===== config.mk =====
export PLATFORM = sky130hd
export DESIGN_NAME = wave_gen_multi_flat
export DESIGN_NICKNAME = d
export VERILOG_FILES = /design/src/rtl/wave_gen_multi_if.sv /design/src/rtl/wave_gen_multi.sv /design/src/flat_wrapper.sv
export SDC_FILE = /design/constraint.sdc
export NUM_CORES = 1
export LEC_CHECK = 0
export CORE_AREA = 2 2 63 65
export DETAILED_ROUTE_END_ITERATION = 8
export DIE_AREA = 0 0 65 67
export PLACE_DENSITY_LB_ADDON = 0.3
export SLEW_MARGIN = 20
export SYNTH_ARGS = -nofsm -noshare
export SYNTH_HDL_FRONTEND = slang
export SYNTH_SLANG_ARGS = --single-unit

===== constraint.sdc =====
create_clock -name clk -period 2.34 [get_ports clk]
set_input_delay 0.351 -clock clk [delete_from_list [all_inputs] [get_ports clk]]
set_output_delay 0.351 -clock clk [all_outputs]
set_load 0.02 [all_outputs]

===== src/rtl/wave_gen_multi_if.sv =====
// ----------------------------------------------------------------------------
// wave_gen_multi_if
//   Control and sample bundle for the multi-mode waveform generator.
//   Optional feature macro: WAVE_GEN_AMP_LIMIT_EN (adds the amp signal).
//
//   Signals
//     en      advance enable (low = hold everything, flags forced 0)
//     mode    00 triangle, 01 saw-up, 10 saw-down, 11 square
//     step    increment per enabled cycle in the ramp modes
//     amp     (WAVE_GEN_AMP_LIMIT_EN only) run-time full-scale value
//     wave    registered waveform code
//     peak    one-cycle pulse when wave becomes full scale
//     trough  one-cycle pulse when wave becomes 0
//
//   Modports
//     master  drives the controls, receives the samples
//     slave   the generator itself
// ----------------------------------------------------------------------------
interface wave_gen_multi_if #(
    parameter int WIDTH = 5
);
    logic             en;
    logic [1:0]       mode;
    logic [WIDTH-1:0] step;
`ifdef WAVE_GEN_AMP_LIMIT_EN
    logic [WIDTH-1:0] amp;
`endif
    logic [WIDTH-1:0] wave;
    logic             peak;
    logic             trough;

    modport master (
        output en,
        output mode,
        output step,
`ifdef WAVE_GEN_AMP_LIMIT_EN
        output amp,
`endif
        input  wave,
        input  peak,
        input  trough
    );

    modport slave (
        input  en,
        input  mode,
        input  step,
`ifdef WAVE_GEN_AMP_LIMIT_EN
        input  amp,
`endif
        output wave,
        output peak,
        output trough
    );
endinterface


===== src/rtl/wave_gen_multi.sv =====
// ----------------------------------------------------------------------------
// wave_gen_multi
//   Multi-mode waveform generator: triangle, sawtooth-up, sawtooth-down and
//   square codes, one sample per enabled clock, with peak/trough pulses
//   registered alongside the sample.
//   Optional feature macro: WAVE_GEN_AMP_LIMIT_EN -- full scale comes from
//   bus.amp (sampled every cycle) instead of the constant 2**WIDTH-1.
//
//   Ports
//     clk    rising-edge clock
//     rst_n  asynchronous active-low reset
//     bus    wave_gen_multi_if.slave (en, mode, step, [amp], wave, peak, trough)
//
//   Parameters
//     WIDTH    output code width
//     SQ_HALF  square mode: enabled cycles per half-period (>= 1)
// ----------------------------------------------------------------------------
module wave_gen_multi #(
    parameter int WIDTH   = 5,
    parameter int SQ_HALF = 16
) (
    input  logic              clk,
    input  logic              rst_n,
    wave_gen_multi_if.slave   bus
);

    localparam int            CW      = (SQ_HALF > 1) ? $clog2(SQ_HALF) : 1;
    localparam logic [CW-1:0] SQ_LAST = CW'(SQ_HALF - 1);

    localparam logic [1:0] MODE_TRI    = 2'b00;
    localparam logic [1:0] MODE_SAW_UP = 2'b01;
    localparam logic [1:0] MODE_SAW_DN = 2'b10;

    typedef enum logic {
        DIR_UP,
        DIR_DOWN
    } dir_t;

    dir_t             dir_q, dir_d;
    logic [WIDTH-1:0] wave_q, wave_d;
    logic             peak_q, peak_d;
    logic             trough_q, trough_d;
    logic [CW-1:0]    sq_cnt_q, sq_cnt_d;
    logic [1:0]       mode_q, mode_d;

    logic [WIDTH-1:0] top;
    logic [WIDTH:0]   top_ext;
    logic [WIDTH:0]   sum;
    logic [WIDTH-1:0] diff;
    logic             step_zero;
    logic             at_floor;

`ifdef WAVE_GEN_AMP_LIMIT_EN
    assign top = bus.amp;
`else
    assign top = {WIDTH{1'b1}};
`endif

    // Sum is kept one bit wider so a ramp past full scale saturates instead
    // of wrapping; diff is only used when wave is strictly above step.
    assign top_ext   = {1'b0, top};
    assign sum       = {1'b0, wave_q} + {1'b0, bus.step};
    assign diff      = wave_q - bus.step;
    assign step_zero = (bus.step == '0);
    assign at_floor  = (wave_q <= bus.step);

    // State register: everything the generator remembers between samples.
    always_ff @(posedge clk or negedge rst_n) begin
        if (!rst_n) begin
            dir_q    <= DIR_UP;
            wave_q   <= '0;
            peak_q   <= 1'b0;
            trough_q <= 1'b0;
            sq_cnt_q <= '0;
            mode_q   <= MODE_TRI;
        end else begin
            dir_q    <= dir_d;
            wave_q   <= wave_d;
            peak_q   <= peak_d;
            trough_q <= trough_d;
            sq_cnt_q <= sq_cnt_d;
            mode_q   <= mode_d;
        end
    end

    // Next-sample logic. With en low everything holds and the flags drop.
    // A mode change restarts the new waveform from 0 (reported as a trough).
    always_comb begin
        dir_d    = dir_q;
        wave_d   = wave_q;
        peak_d   = 1'b0;
        trough_d = 1'b0;
        sq_cnt_d = sq_cnt_q;
        mode_d   = mode_q;

        if (bus.en) begin
            if (bus.mode != mode_q) begin
                mode_d   = bus.mode;
                wave_d   = '0;
                dir_d    = DIR_UP;
                sq_cnt_d = '0;
                trough_d = 1'b1;
            end
`ifdef WAVE_GEN_AMP_LIMIT_EN
            // Zero amplitude pins the output at 0; a lowered amplitude pulls
            // the output straight down to the new full scale.
            else if (top == '0) begin
                wave_d   = '0;
                dir_d    = DIR_UP;
                trough_d = (wave_q != '0);
            end else if (wave_q > top) begin
                wave_d = top;
                peak_d = 1'b1;
                if (mode_q == MODE_TRI) begin
                    dir_d = DIR_DOWN;
                end
            end
`endif
            else begin
                case (mode_q)
                    MODE_TRI: begin
                        if (!step_zero) begin
                            if (dir_q == DIR_UP) begin
                                if (sum >= top_ext) begin
                                    wave_d = top;
                                    dir_d  = DIR_DOWN;
                                    peak_d = 1'b1;
                                end else begin
                                    wave_d = sum[WIDTH-1:0];
                                end
                            end else begin
                                if (at_floor) begin
                                    wave_d   = '0;
                                    dir_d    = DIR_UP;
                                    trough_d = 1'b1;
                                end else begin
                                    wave_d = diff;
                                end
                            end
                        end
                    end
                    MODE_SAW_UP: begin
                        if (!step_zero) begin
                            if (wave_q == top) begin
                                wave_d   = '0;
                                trough_d = 1'b1;
                            end else if (sum >= top_ext) begin
                                wave_d = top;
                                peak_d = 1'b1;
                            end else begin
                                wave_d = sum[WIDTH-1:0];
                            end
                        end
                    end
                    MODE_SAW_DN: begin
                        if (!step_zero) begin
                            if (wave_q == '0) begin
                                wave_d = top;
                                peak_d = 1'b1;
                            end else if (at_floor) begin
                                wave_d   = '0;
                                trough_d = 1'b1;
                            end else begin
                                wave_d = diff;
                            end
                        end
                    end
                    default: begin
                        // Square: step is ignored, level flips every SQ_HALF cycles.
                        if (sq_cnt_q == SQ_LAST) begin
                            sq_cnt_d = '0;
                            if (wave_q == '0) begin
                                wave_d = top;
                                peak_d = 1'b1;
                            end else begin
                                wave_d   = '0;
                                trough_d = 1'b1;
                            end
                        end else begin
                            sq_cnt_d = sq_cnt_q + 1'b1;
                        end
                    end
                endcase
            end
        end
    end

    assign bus.wave   = wave_q;
    assign bus.peak   = peak_q;
    assign bus.trough = trough_q;

endmodule

===== src/flat_wrapper.sv =====
// flat-port wrapper written by rule: the top's interface ports become plain ports
module wave_gen_multi_flat 
#(
    parameter int WIDTH   = 5,
    parameter int SQ_HALF = 16
)
  (clk, rst_n, bus_en, bus_mode, bus_step, bus_wave, bus_peak, bus_trough);
  wave_gen_multi_if #(.WIDTH(WIDTH)) bus_i ();
  input  logic clk;
  input  logic rst_n;
  input wire logic [$bits(bus_i.en)-1:0] bus_en;
  input wire logic [$bits(bus_i.mode)-1:0] bus_mode;
  input wire logic [$bits(bus_i.step)-1:0] bus_step;
  output wire logic [$bits(bus_i.wave)-1:0] bus_wave;
  output wire logic [$bits(bus_i.peak)-1:0] bus_peak;
  output wire logic [$bits(bus_i.trough)-1:0] bus_trough;
  assign bus_i.en = bus_en;
  assign bus_i.mode = bus_mode;
  assign bus_i.step = bus_step;
  assign bus_wave = bus_i.wave;
  assign bus_peak = bus_i.peak;
  assign bus_trough = bus_i.trough;
  wave_gen_multi #(.WIDTH(WIDTH), .SQ_HALF(SQ_HALF)) u_core (.clk(clk), .rst_n(rst_n), .bus(bus_i));
endmodule

==> results.md, run 1 <==
Synthesis:
- Counting every net in the synthesized netlist gives 183.
- The most common flop cell mapped by yosys is sky130_fd_sc_hd__dfrtp_1.
- Among all cell types in the netlist, the one instantiated most often is sky130_fd_sc_hd__nand2_1.
- By area the synthesized netlist is led by sky130_fd_sc_hd__dfrtp_1 (25%), sky130_fd_sc_hd__ha_1 (9.8%), sky130_fd_sc_hd__nand2_1 (4.5%).
- The area share of the leading cell type in the synthesized netlist is 24.8%.
- The warning count from the yosys run is 0.
- The post-synthesis xor/xnor area fraction is 3.10%.
- After Yosys synthesis, and, or, nand and nor cells account for 22.7% of the synthesized area.
- The dominant combinational cell family by area after synthesis is compound AO/OA/AOI/OAI gates.
- The largest total area in the synthesized netlist belongs to sky130_fd_sc_hd__dfrtp_1.
- The share of flip-flops with an asynchronous set or reset after synthesis is 100%.
- The compound-cell area share of the yosys netlist is 27.3%.
- The distinct cell type count after synthesis is 51.
- The share of synthesized cell area in full adder, half adder and majority cells is 12.6%.
- The mux cell area share after synthesis is 2.39%.
- The number of enable flip-flop cells after synthesis is 0.
- The cell count after synthesis is 160.
- After synthesis, the mean cell area works out to 8.82 µm².
- Of the synthesized area, sequential elements account for 24.8%.
- The synthesized design contains 14 register bits.
- In the synthesized netlist, the cells that appear most often are sky130_fd_sc_hd__nand2_1 (17), sky130_fd_sc_hd__dfrtp_1 (14), sky130_fd_sc_hd__nor2_1 (12), sky130_fd_sc_hd__o21ai_0 (12).
- In this run the cell area of the synthesized design comes to 1410 µm².

Power and ir drop:
- The maximum ir drop on the vdd rail is 0.233 mV.
- Power comes to 1.18 mW.
- In this run the static leakage power is 0.832 nW.
- Dividing total power by cell area gives a power density of 609 nW/µm².

Setup path:
- Data on the critical path is required at its endpoint by 2530 ps.
- The element type at the critical path end is a flop.
- The type of the worst setup path is reg2reg.
- The maximum net fanout on the critical path is 3.
- The launching element type of the critical path is a flop.
- Data arrives at the worst endpoint at 2500 ps.

Routing:
- For this run, design rule violations remaining after detail routing come to 0.
- The number of DRC markers in iteration 0 is 62.
- For this block, the via count after detailed routing is 1,373.
- The mean number of vias per cell is 5.51.
- The count of nets left with antenna violations once routing finished came out at 0.
- The first detailed-routing pass ran for 4 iterations.
- The average wire per standard cell is 15.9 µm.
- Summed over all layers, the routed wires come to 3.96 mm.

Clock network:
- The root buffer cell is sky130_fd_sc_hd__clkbuf_8.
- The total number of clock tree sinks is 14.
- The CTS H-tree depth is 1.
- The number of hold-repair buffers added at the cts stage is 0.
- The clock insertion delay at the later pin of the skew report is 250 ps.
- The clock slew at the register clock pins of the worst setup and hold paths is 60 ps.
- Buffers inserted during clock tree synthesis total 3.
- The maximum clock insertion buffer count is 2.
- TritonCTS built the clock tree.

Timing:
- For the final routed database, the setup TNS stands at 0 ps.
- Across all hold checks on the routed design, the worst slack comes to 494 ps.
- At the pin with the least slew margin, the transition time is 644 ps.
- Setup violations remaining at the end of the flow were counted as 0.
- The post-layout minimum cycle time is 2310 ps.
- The max-slew violation count came to 0.
- The worst clock skew on the final layout is 1.40 ps.
- The worst path meets setup with 34.3 ps of slack.
- The final number of hold-violating endpoints is 0.
- Setup repair after global routing could not meet its margin everywhere.
- For this run, the top clock speed supported by timing is 434 MHz.
- The tightest slew margin relative to the limit is 56.9%.
- After layout, the worst path uses 98.5% of the clock period.

Job:
- The number of max-capacitance violations reported is 0.

Die:
- The chip width is 65 µm.
- The initialized floorplan defines 22 standard-cell rows.
- The floorplan core area is 3610 µm².
- In this run the count of I/O pins placed on the die edge is 17.
- The starting density of the core is 39.1%.
- The floorplan step defined a die boundary enclosing 4360 µm².
- The die is 67 µm tall.

Global route:
- Entering global routing, the biggest net connects 15 pins.
- Global routing consumed, over all layers together, 20.0% of the routing resources.
- The initial antenna violation count is 0.
- The number of global-route vias before repair is 1,462.
- After global routing the overflow that remains totals 0.
- The first-pass GRT wire length is 6.64 mm.

Cells and area:
- At the end of the flow, the number of nets in the layout was 225.
- Across the whole layout, storage elements account for 350 µm².
- The multi-input combinational cells in the finished layout cover a total of 1060 µm².
- The count of filler cells inserted in the layout is 350.
- 0 antenna diodes ended up in the layout.
- In the final layout, the share of cells above drive strength 1 is 28.4%.
- The final core area utilization is 53.7%.
- The synthesis-to-finish area growth is 37.3%.

Run status:
- The flow ran to the end, and the final reports show no timing, DRC or antenna violations.

Placement:
- The congestion estimate from routability-driven global placement came to 0.910.
- The placed wire-length estimate after detailed placement is 3.15 mm.
- The worst setup slack before clock tree synthesis is -395 ps.
- Port buffering added 16 buffers.

Hold path:
- The type of the most critical hold path is reg2reg.
==> cell usage in the layout (no fill, tap or decap), drive strengths merged, types with 2 or more instances in the layout <==
cell type      count
a21oi              7
a31oi              3
buf               26
clkbuf             4
clkdlybuf4s50     13
dfrtp             14
dlymetal6s2s       3
fa                 2
ha                11
inv               12
mux2               3
nand2             17
nand3              2
nand3b             3
nand4              2
nor2              13
nor2b              4
nor3               4
nor4               2
o211a              2
o21a               3
o21ai             19
o311ai             2
o31ai              4
o41ai              2
or4                2
xnor2              5
==> metal layers <==
layer | up-vias | routed length [µm] | global-route usage, %
li1 | 671 | - | -
met1 | 663 | 1640 | 21.9
met2 | 34 | 2140 | 39.3
met3 | 5 | 112 | 1.18
met4 | 0 | 61 | 8.78
met5 | - | 0 | 0
==> critical path, cell delays in order (launching register included) <==
cell	delay, ps
sky130_fd_sc_hd__dfrtp_1	430
sky130_fd_sc_hd__ha_4	190
sky130_fd_sc_hd__fa_2	370
sky130_fd_sc_hd__and2b_1	190
sky130_fd_sc_hd__or2b_1	260
sky130_fd_sc_hd__a2111oi_4	400
sky130_fd_sc_hd__o31ai_2	100
sky130_fd_sc_hd__a21oi_2	180
sky130_fd_sc_hd__buf_4	120
==> power by group <==
part	internal (mW)	switching, mW
clock	0.149	0.0902
combinational	0.308	0.331
sequential	0.265	0.0370
total	0.722	0.458
==> area by class of cell <==
class                           count  area share (%)
Tap cell                           48            3.10
Timing Repair Buffer               42            18.7
Inverter                           12            2.45
Sequential cell                    14            18.1
Multi-Input combinational cell    129            54.8
Clock buffer                        4            2.84
==> worst paths after layout <==
| path | from | end | slack [ps] | depth (start not counted) |
|---|---|---|---|---|
| max in group asynchronous | rst_n | u_core.bus.wave[1] | 1430 | 1 |
| hold reg to reg | u_core.dir_q | u_core.dir_q | 490 | 1 |
| setup / recovery | u_core.bus.wave[0] | u_core.bus.peak | 30 | 8 |
| hold / removal | u_core.dir_q | u_core.dir_q | 490 | 1 |
| setup reg to reg | u_core.bus.wave[0] | u_core.bus.peak | 30 | 8 |
| min in group asynchronous | rst_n | u_core.sq_cnt_q[2] | 500 | 1 |
==> stage by stage <==
| step | instance area (µm²) | cells |
|---|---|---|
| 2_1_floorplan | 1410 | 160 |
| 5_1_grt | 1940 | 249 |
| 3_5_place_dp | 1760 | 243 |
| 6_report | 1940 | 249 |
| 4_1_cts | 1860 | 247 |
| 3_3_place_gp | 1760 | 243 |
==> registers in the layout, summed over array words and instances, names as in the netlist <==
register and cells:
u_core.bus.trough 1, u_core.bus.wave 5, u_core.dir_q 1, u_core.sq_cnt_q 4, u_core.mode_q 2, u_core.bus.peak 1
==> what timing repair did <==
action / in CTS / in global routing
resized for setup: 8 / 12
pin swaps: 2 / 8
cloned: 0 / 0
setup endpoints to repair: 5 / 8
buffers inserted: 0 / 2
==> logic make-up after synthesis <==
group,Yosys count
AO/OA/AOI/OAI,52
multiplexers,3
buffers and inverters,17
flip-flops,14
AND/OR/NAND/NOR,56
adder cells (fa/ha/maj),13
XOR/XNOR,5
(Power assumes the default switching activity.)
==> run 2, diff against run 1 <==
GPL_TIMING_DRIVEN = 0   (was not set)
clock period = 2.1 ns   (was 2.34 ns; I/O delays follow)
==> results.md, run 2 (synthesized netlist as in run 1, its figures left out) <==
Run status:
- The flow ran to the end, but the final reports show violations.
- The checks that failed: setup timing.

Global route:
- The initial antenna violation count is 0.
- The aggregate global-route resource usage is 18.5%.
- Entering global routing, the biggest net connects 15 pins.
- The number of global-route vias before repair came to 1,334.
- The global route total overflow is 0.
- The first-pass GRT wire length is 6.25 mm.

Routing:
- The DRC violation count after routing is 0.
- The uppermost layer routed is met4.
- Wire segments on met3 add up to 181 µm in the final route.
- Dividing the detail-routed wire length by the instance count gives 15.9 µm.
- The detailed router put a total of 1.65 mm of wire on met1.
- The first-pass detailed-route iteration total is 4.
- The final layout contains routed wiring with a total length of 3.76 mm.
- The number of DRC markers in iteration 0 is 64.
- For this block, the via count after detailed routing is 1,374.
- The mean number of vias per cell is 5.82.
- The count of nets left with antenna violations once routing finished came out at 0.
- The met2 wire length is 1.86 mm.

Timing:
- Setup repair after global routing could not meet its margin everywhere.
- The number of setup violations in the final report is 6.
- The final number of hold-violating endpoints is 0.
- The worst-margin pin slew is 641 ps.
- The upper clock frequency limit is 439 MHz.
- The max-slew violation count is 0.
- On the final layout, the worst clock skew is 4.92 ps.
- The routed design could run at a clock period as short as 2280 ps.
- The sum of negative setup slack is -620 ps.
- After layout, the worst path uses 109% of the clock period.
- The tightest slew margin relative to the limit is 56.9%.
- Once routing completed, OpenROAD measured the worst setup slack at -180 ps.

Die:
- During I/O placement, the number of pins put on the boundary was 17.
- The row count is 22.
- The floorplan core area is 3610 µm².
- The starting density of the core is 39.1%.
- In this run the horizontal extent of the chip is 65 µm.
- The floorplan step defined a die boundary enclosing 4360 µm².
- The floorplan step set the die height to 67 µm.

Clock network:
- TritonCTS built the clock tree.
- For the worst-skew pair, the clock arrives at the later sink with an insertion delay of 250 ps.
- No sink is reached through more buffers than the 2 on the longest clock path.
- Buffers inserted to repair hold after CTS numbered 0.
- The cell sitting at the root of the clock tree is a sky130_fd_sc_hd__clkbuf_8.
- The CTS H-tree depth is 1.
- The total number of clock tree sinks is 14.
- After clock tree synthesis, the clock-pin slew on the worst setup and hold paths is 60 ps.
- The number of buffers added by the clock tree synthesis step is 3.

Setup path:
- STA classifies the critical path startpoint as a flop.
- The critical path required time is 2280 ps.
- STA puts the critical path data arrival time at 2460 ps.
- In this run the worst path has a maximum fanout of 3.
- The type of the worst setup path is reg2reg.
- The worst-case reg-to-reg path depth is 8.
- The element type at the critical path end is a flop.

Cells and area:
- The library cells used most frequently in the layout, excluding fill and tap cells, are sky130_fd_sc_hd__nand2_1 (17), sky130_fd_sc_hd__nor2_1 (12).
- The most common library cell in the layout ignoring fill and taps is sky130_fd_sc_hd__nand2_1.
- The share of layout cells above drive strength 1 is 26.6%.
- The count of inserted antenna diode cells is 0.
- The cell area after layout is 1880 µm².
- The net count reported at finish is 212.
- The register with the most flip-flops in the layout has 5 of them.
- The area growth from synthesis to layout is 33.2%.

Placement:
- The routability congestion estimate from global placement is 0.880.
- The placed instance area is 1650 µm².
- The placed wire-length estimate after detailed placement is 2.69 mm.
- During placement, the flow inserted port buffers numbering 16.

Power and ir drop:
- The static leakage is 0.764 nW.
- The maximum ir drop on the vdd rail is 0.526 mV.
- Dividing total power by cell area gives a power density of 688 nW/µm².

Hold path:
- The type of the most critical hold path is in2async.

Job:
- Max-cap violations in this run came to 0.
run 2: final timing paths:
kind	start	end	slack, ps
max	u_core.bus.wave[0]	u_core.bus.wave[0]	-180
min	rst_n	u_core.sq_cnt_q[2]	460
max reg2reg	u_core.bus.wave[0]	u_core.bus.wave[0]	-180
min reg2reg	u_core.dir_q	u_core.dir_q	500
max in group asynchronous	rst_n	u_core.bus.wave[1]	1190
min in group clk	u_core.dir_q	u_core.dir_q	500
run 2: stage by stage:
step | power (mW) | cells | setup slack, ps | utilization [%] | hold slack (ps)
6_report | 1.29 | 236 | -180 | 52.1 | 462
5_1_grt | 1.38 | 236 | -258 | 52.1 | 511
3_5_place_dp | 0.917 | 224 | -669 | 45.7 | 487
2_1_floorplan | 0.751 | 160 | -116 | - | 19.4
4_1_cts | 1.26 | 232 | -160 | 51.0 | 487
3_3_place_gp | 0.898 | 224 | -705 | 45.7 | 467
run 2: where the power goes:
group	total (mW)	internal, mW	leakage (nW)	switching, mW
Sequential	0.333	0.298	0.182	0.0351
Clock	0.259	0.166	0.0288	0.0929
Combinational	0.702	0.317	0.553	0.385
run 2: per-layer routing:
metal / vias up / GRT usage [%]
li1: 642 / -
met1: 676 / 24.0
met2: 48 / 32.0
met3: 8 / 2.70
met4: 0 / 5.05
met5: - / 0
run 2: timing repair:
| action | CTS | global route |
|---|---|---|
| buffers inserted | 4 | 4 |
| gates resized for setup | 25 | 4 |
| setup endpoints to repair | 8 | 8 |
| pin swaps | 8 | 6 |
| hold endpoints to repair | 0 | 0 |
run 2: area by class of cell:
| class | instances | area, µm² |
|---|---|---|
| clock buffer | 4 | 55.1 |
| buffer | 5 | 55.1 |
| sequential | 14 | 354 |
| multi-input combinational | 129 | 1090 |
| tap | 48 | 60.1 |
| fill | 324 | 1730 |
| timing repair buffer | 24 | 214 |
| inverter | 12 | 47.5 |
run 2: worst max-delay path, cell delays in order (launching register included):
cell	delay (ps)
sky130_fd_sc_hd__dfrtp_2	430
sky130_fd_sc_hd__ha_4	170
sky130_fd_sc_hd__fa_2	350
sky130_fd_sc_hd__and2b_1	200
sky130_fd_sc_hd__or2b_1	270
sky130_fd_sc_hd__a2111oi_4	360
sky130_fd_sc_hd__o31ai_2	110
sky130_fd_sc_hd__a21oi_2	210
sky130_fd_sc_hd__a221o_1	130
==> run 3, diff against run 2 <==
CAP_MARGIN = 20   (was not set)
CORE_AREA = 2 2 67 69   (was 2 2 63 65)
DIE_AREA = 0 0 69 71   (was 0 0 65 67)
DONT_BUFFER_PORTS = 1   (was not set)
==> results.md, run 3 (synthesized netlist as in run 1, its figures left out) <==
Run status:
- The flow ran to the end, but the final reports show violations.
- The final reports fail on setup timing.

Global route:
- Entering global routing, the biggest net connects 15 pins.
- The first global-routing pass estimated 6.18 mm of wire.
- The number of global-route vias before repair is 1,290.
- For this run, the total global-route usage over all layers was measured as 15.5%.
- The global route total overflow is 0.
- The initial antenna violation count came to 0.

Cells and area:
- The final layout contains 190 nets.
- The multi-input combinational cells in the finished layout cover a total of 1100 µm².
- Excluding fillers, the count of instances in the completed layout stands at 218.
- The count of inserted antenna diode cells is 0.
- The most common library cell in the layout ignoring fill and taps is sky130_fd_sc_hd__nand2_1.
- The register with the most flip-flops in the layout has 5 of them.
- In the layout the commonest cells are sky130_fd_sc_hd__nand2_1 (17), sky130_fd_sc_hd__nor2_1 (12), sky130_fd_sc_hd__inv_1 (11), sky130_fd_sc_hd__o21ai_0 (11), sky130_fd_sc_hd__dfrtp_1 (9).
- In the final layout, flip-flops and latches occupy 357 µm².
- The synthesis-to-finish area growth is 20.0%.
- Fill cells in the final layout number 426.
- The share of layout cells above drive strength 1 is 26.5%.

Die:
- The core region is 4200 µm².
- The height of the chip is 71 µm.
- The chip width is 69 µm.
- The floorplan step defined a die boundary enclosing 4900 µm².
- The starting density of the core is 33.6%.
- The number of primary I/O pins is 17.
- The row count is 24.

Routing:
- The first routing iteration left 58 violations.
- In this run the remaining antenna-violating nets after routing total 0.
- Wires add up to 3.51 mm.
- In the routed design, unresolved DRC markers number 0.
- The average wire per standard cell is 16.1 µm.
- Summing over every cut layer, the via total after detailed routing is 1,236.
- The mean number of vias per cell is 5.67.
- Before antenna repair, the detailed router went through 4 iterations.

Power and ir drop:
- Cell internal power was estimated by the tool at 0.716 mW.
- The fraction of power spent switching nets is 40.3%.
- The total net switching power is 0.484 mW.
- The cell area power density is 709 nW/µm².
- The static leakage is 0.657 nW.
- The share of total power dissipated in combinational logic is 47.1%.
- Sequential cells burn 31.4% of the power.
- VDD sags by at most 0.244 mV.
- Of the total power, the clock network draws 21.5%.

Setup path:
- The count of buffering cells on the critical path with inverters included is 0.
- The element type at the critical path end is a flop.
- STA classifies the critical path startpoint as a flop.
- On the worst path, the slowest cell contributes a delay of 510 ps.
- The type of the worst setup path is reg2reg.
- The critical path required time is 2280 ps.
- The signal on the critical path passes through ha_4 -> fa_2 -> and2b_1 -> or2b_1 -> a2111oi_4 -> o31ai_2 -> a21oi_2 -> a221o_1.
- In this run the worst path has a maximum fanout of 7.
- The critical path data arrival time is 2570 ps.
- The top cell family by delay on the critical path is compound AO/OA/AOI/OAI gates.
- Among all stages on the critical path, the largest delay is contributed by sky130_fd_sc_hd__dfrtp_2.

Timing:
- Timing would allow up to 419 MHz.
- Setup slack on the critical path of the routed design comes to -289 ps.
- The number of setup violations in the final report is 6.
- The worst clock skew on the final layout is 3.47 ps.
- Of the available clock period, the critical path in the final layout requires 114%.
- The sum of negative setup slack is -829 ps.
- Headroom to the max-slew limit came out at 57.8%.
- The max-slew violation count is 0.
- The final number of hold-violating endpoints is 0.
- The post-layout minimum cycle time is 2390 ps.
- Setup repair after global routing could not meet its margin everywhere.
- The worst-margin pin slew is 631 ps.

Placement:
- The wire-length estimate of the detail-placed layout is 2.76 mm.
- Prior to clock tree synthesis, the placed netlist has a worst setup slack of -476 ps.
- Including well taps, the total number of placed cells is 212.
- The routability congestion estimate from global placement is 0.825.
- The count of buffers added on input and output ports is 0.

Clock network:
- The CTS H-tree depth is 1.
- The root buffer cell is sky130_fd_sc_hd__clkbuf_8.
- The number of buffers added by the clock tree synthesis step is 3.
- The total number of clock tree sinks is 14.
- The clock insertion delay at the later pin of the skew report is 240 ps.
- Counting along the longest clock path gives a buffer depth of 2.
- TritonCTS built the clock tree.
- After clock tree synthesis, the clock-pin slew on the worst setup and hold paths is 60 ps.

Hold path:
- The min-delay analysis places its worst path in the category in2reg.

Job:
- The number of max-capacitance violations reported is 0.
-- run 3: what timing repair did --
action | in CTS | in global routing
pin swaps | 6 | 3
hold buffers | 1 | 0
setup endpoints to repair | 8 | 8
hold endpoints to repair | 14 | 0
buffers inserted | 1 | 0
resized for setup | 17 | 7
-- run 3: worst paths after layout --
| check | from | to | slack (ps) | depth (start not counted) |
|---|---|---|---|---|
| max in group asynchronous | rst_n | u_core.bus.wave[0] | 1120 | 1 |
| worst max-delay path | u_core.bus.wave[0] | u_core.bus.wave[0] | -290 | 8 |
| worst min-delay path | bus_mode[1] | u_core.mode_q[1] | 220 | 1 |
| worst min register to register | u_core.sq_cnt_q[3] | u_core.sq_cnt_q[3] | 490 | 1 |
| min in group asynchronous | rst_n | u_core.sq_cnt_q[2] | 530 | 1 |
| worst max register to register | u_core.bus.wave[0] | u_core.bus.wave[0] | -290 | 8 |
-- run 3: power groups by stage --
stage | Sequential, mW | Combinational, mW | Clock, mW
detailed placement | 0.376 | 0.478 | 0
global route | 0.383 | 0.627 | 0.283
finish | 0.377 | 0.565 | 0.259
CTS | 0.374 | 0.540 | 0.267
floorplan | 0.359 | 0.392 | 0
global placement | 0.374 | 0.463 | 0
-- run 3: layout make-up --
cell class | count | share of cell area, %
Clock buffer | 4 | 3.25
Multi-Input combinational cell | 129 | 64.8
Sequential cell | 14 | 21.0
Tap cell | 52 | 3.84
Timing Repair Buffer | 2 | 1.03
Buffer | 5 | 3.25
Inverter | 12 | 2.81
-- run 3: routing by layer --
| layer | GRT usage [%] | part of all wire [%] | up-vias |
|---|---|---|---|
| met2 | 27.6 | 50 | 25 |
| met4 | 4.58 | 1.1 | 0 |
| met1 | 18.9 | 45 | 604 |
| li1 | - | - | 602 |
| met3 | 3.13 | 4.4 | 5 |
| met5 | 0 | 0 | - |
-- run 3: stage by stage --
stage          instance area, µm²  util, %  power [mW]  hold slack, ps
6_report                     1690     40.3        1.20             218
3_3_place_gp                 1490     35.5       0.837            19.7
2_1_floorplan                1430        -       0.751            19.4
4_1_cts                      1650     39.3        1.18             214
3_5_place_dp                 1490     35.5       0.854            19.8
5_1_grt                      1690     40.3        1.29             212
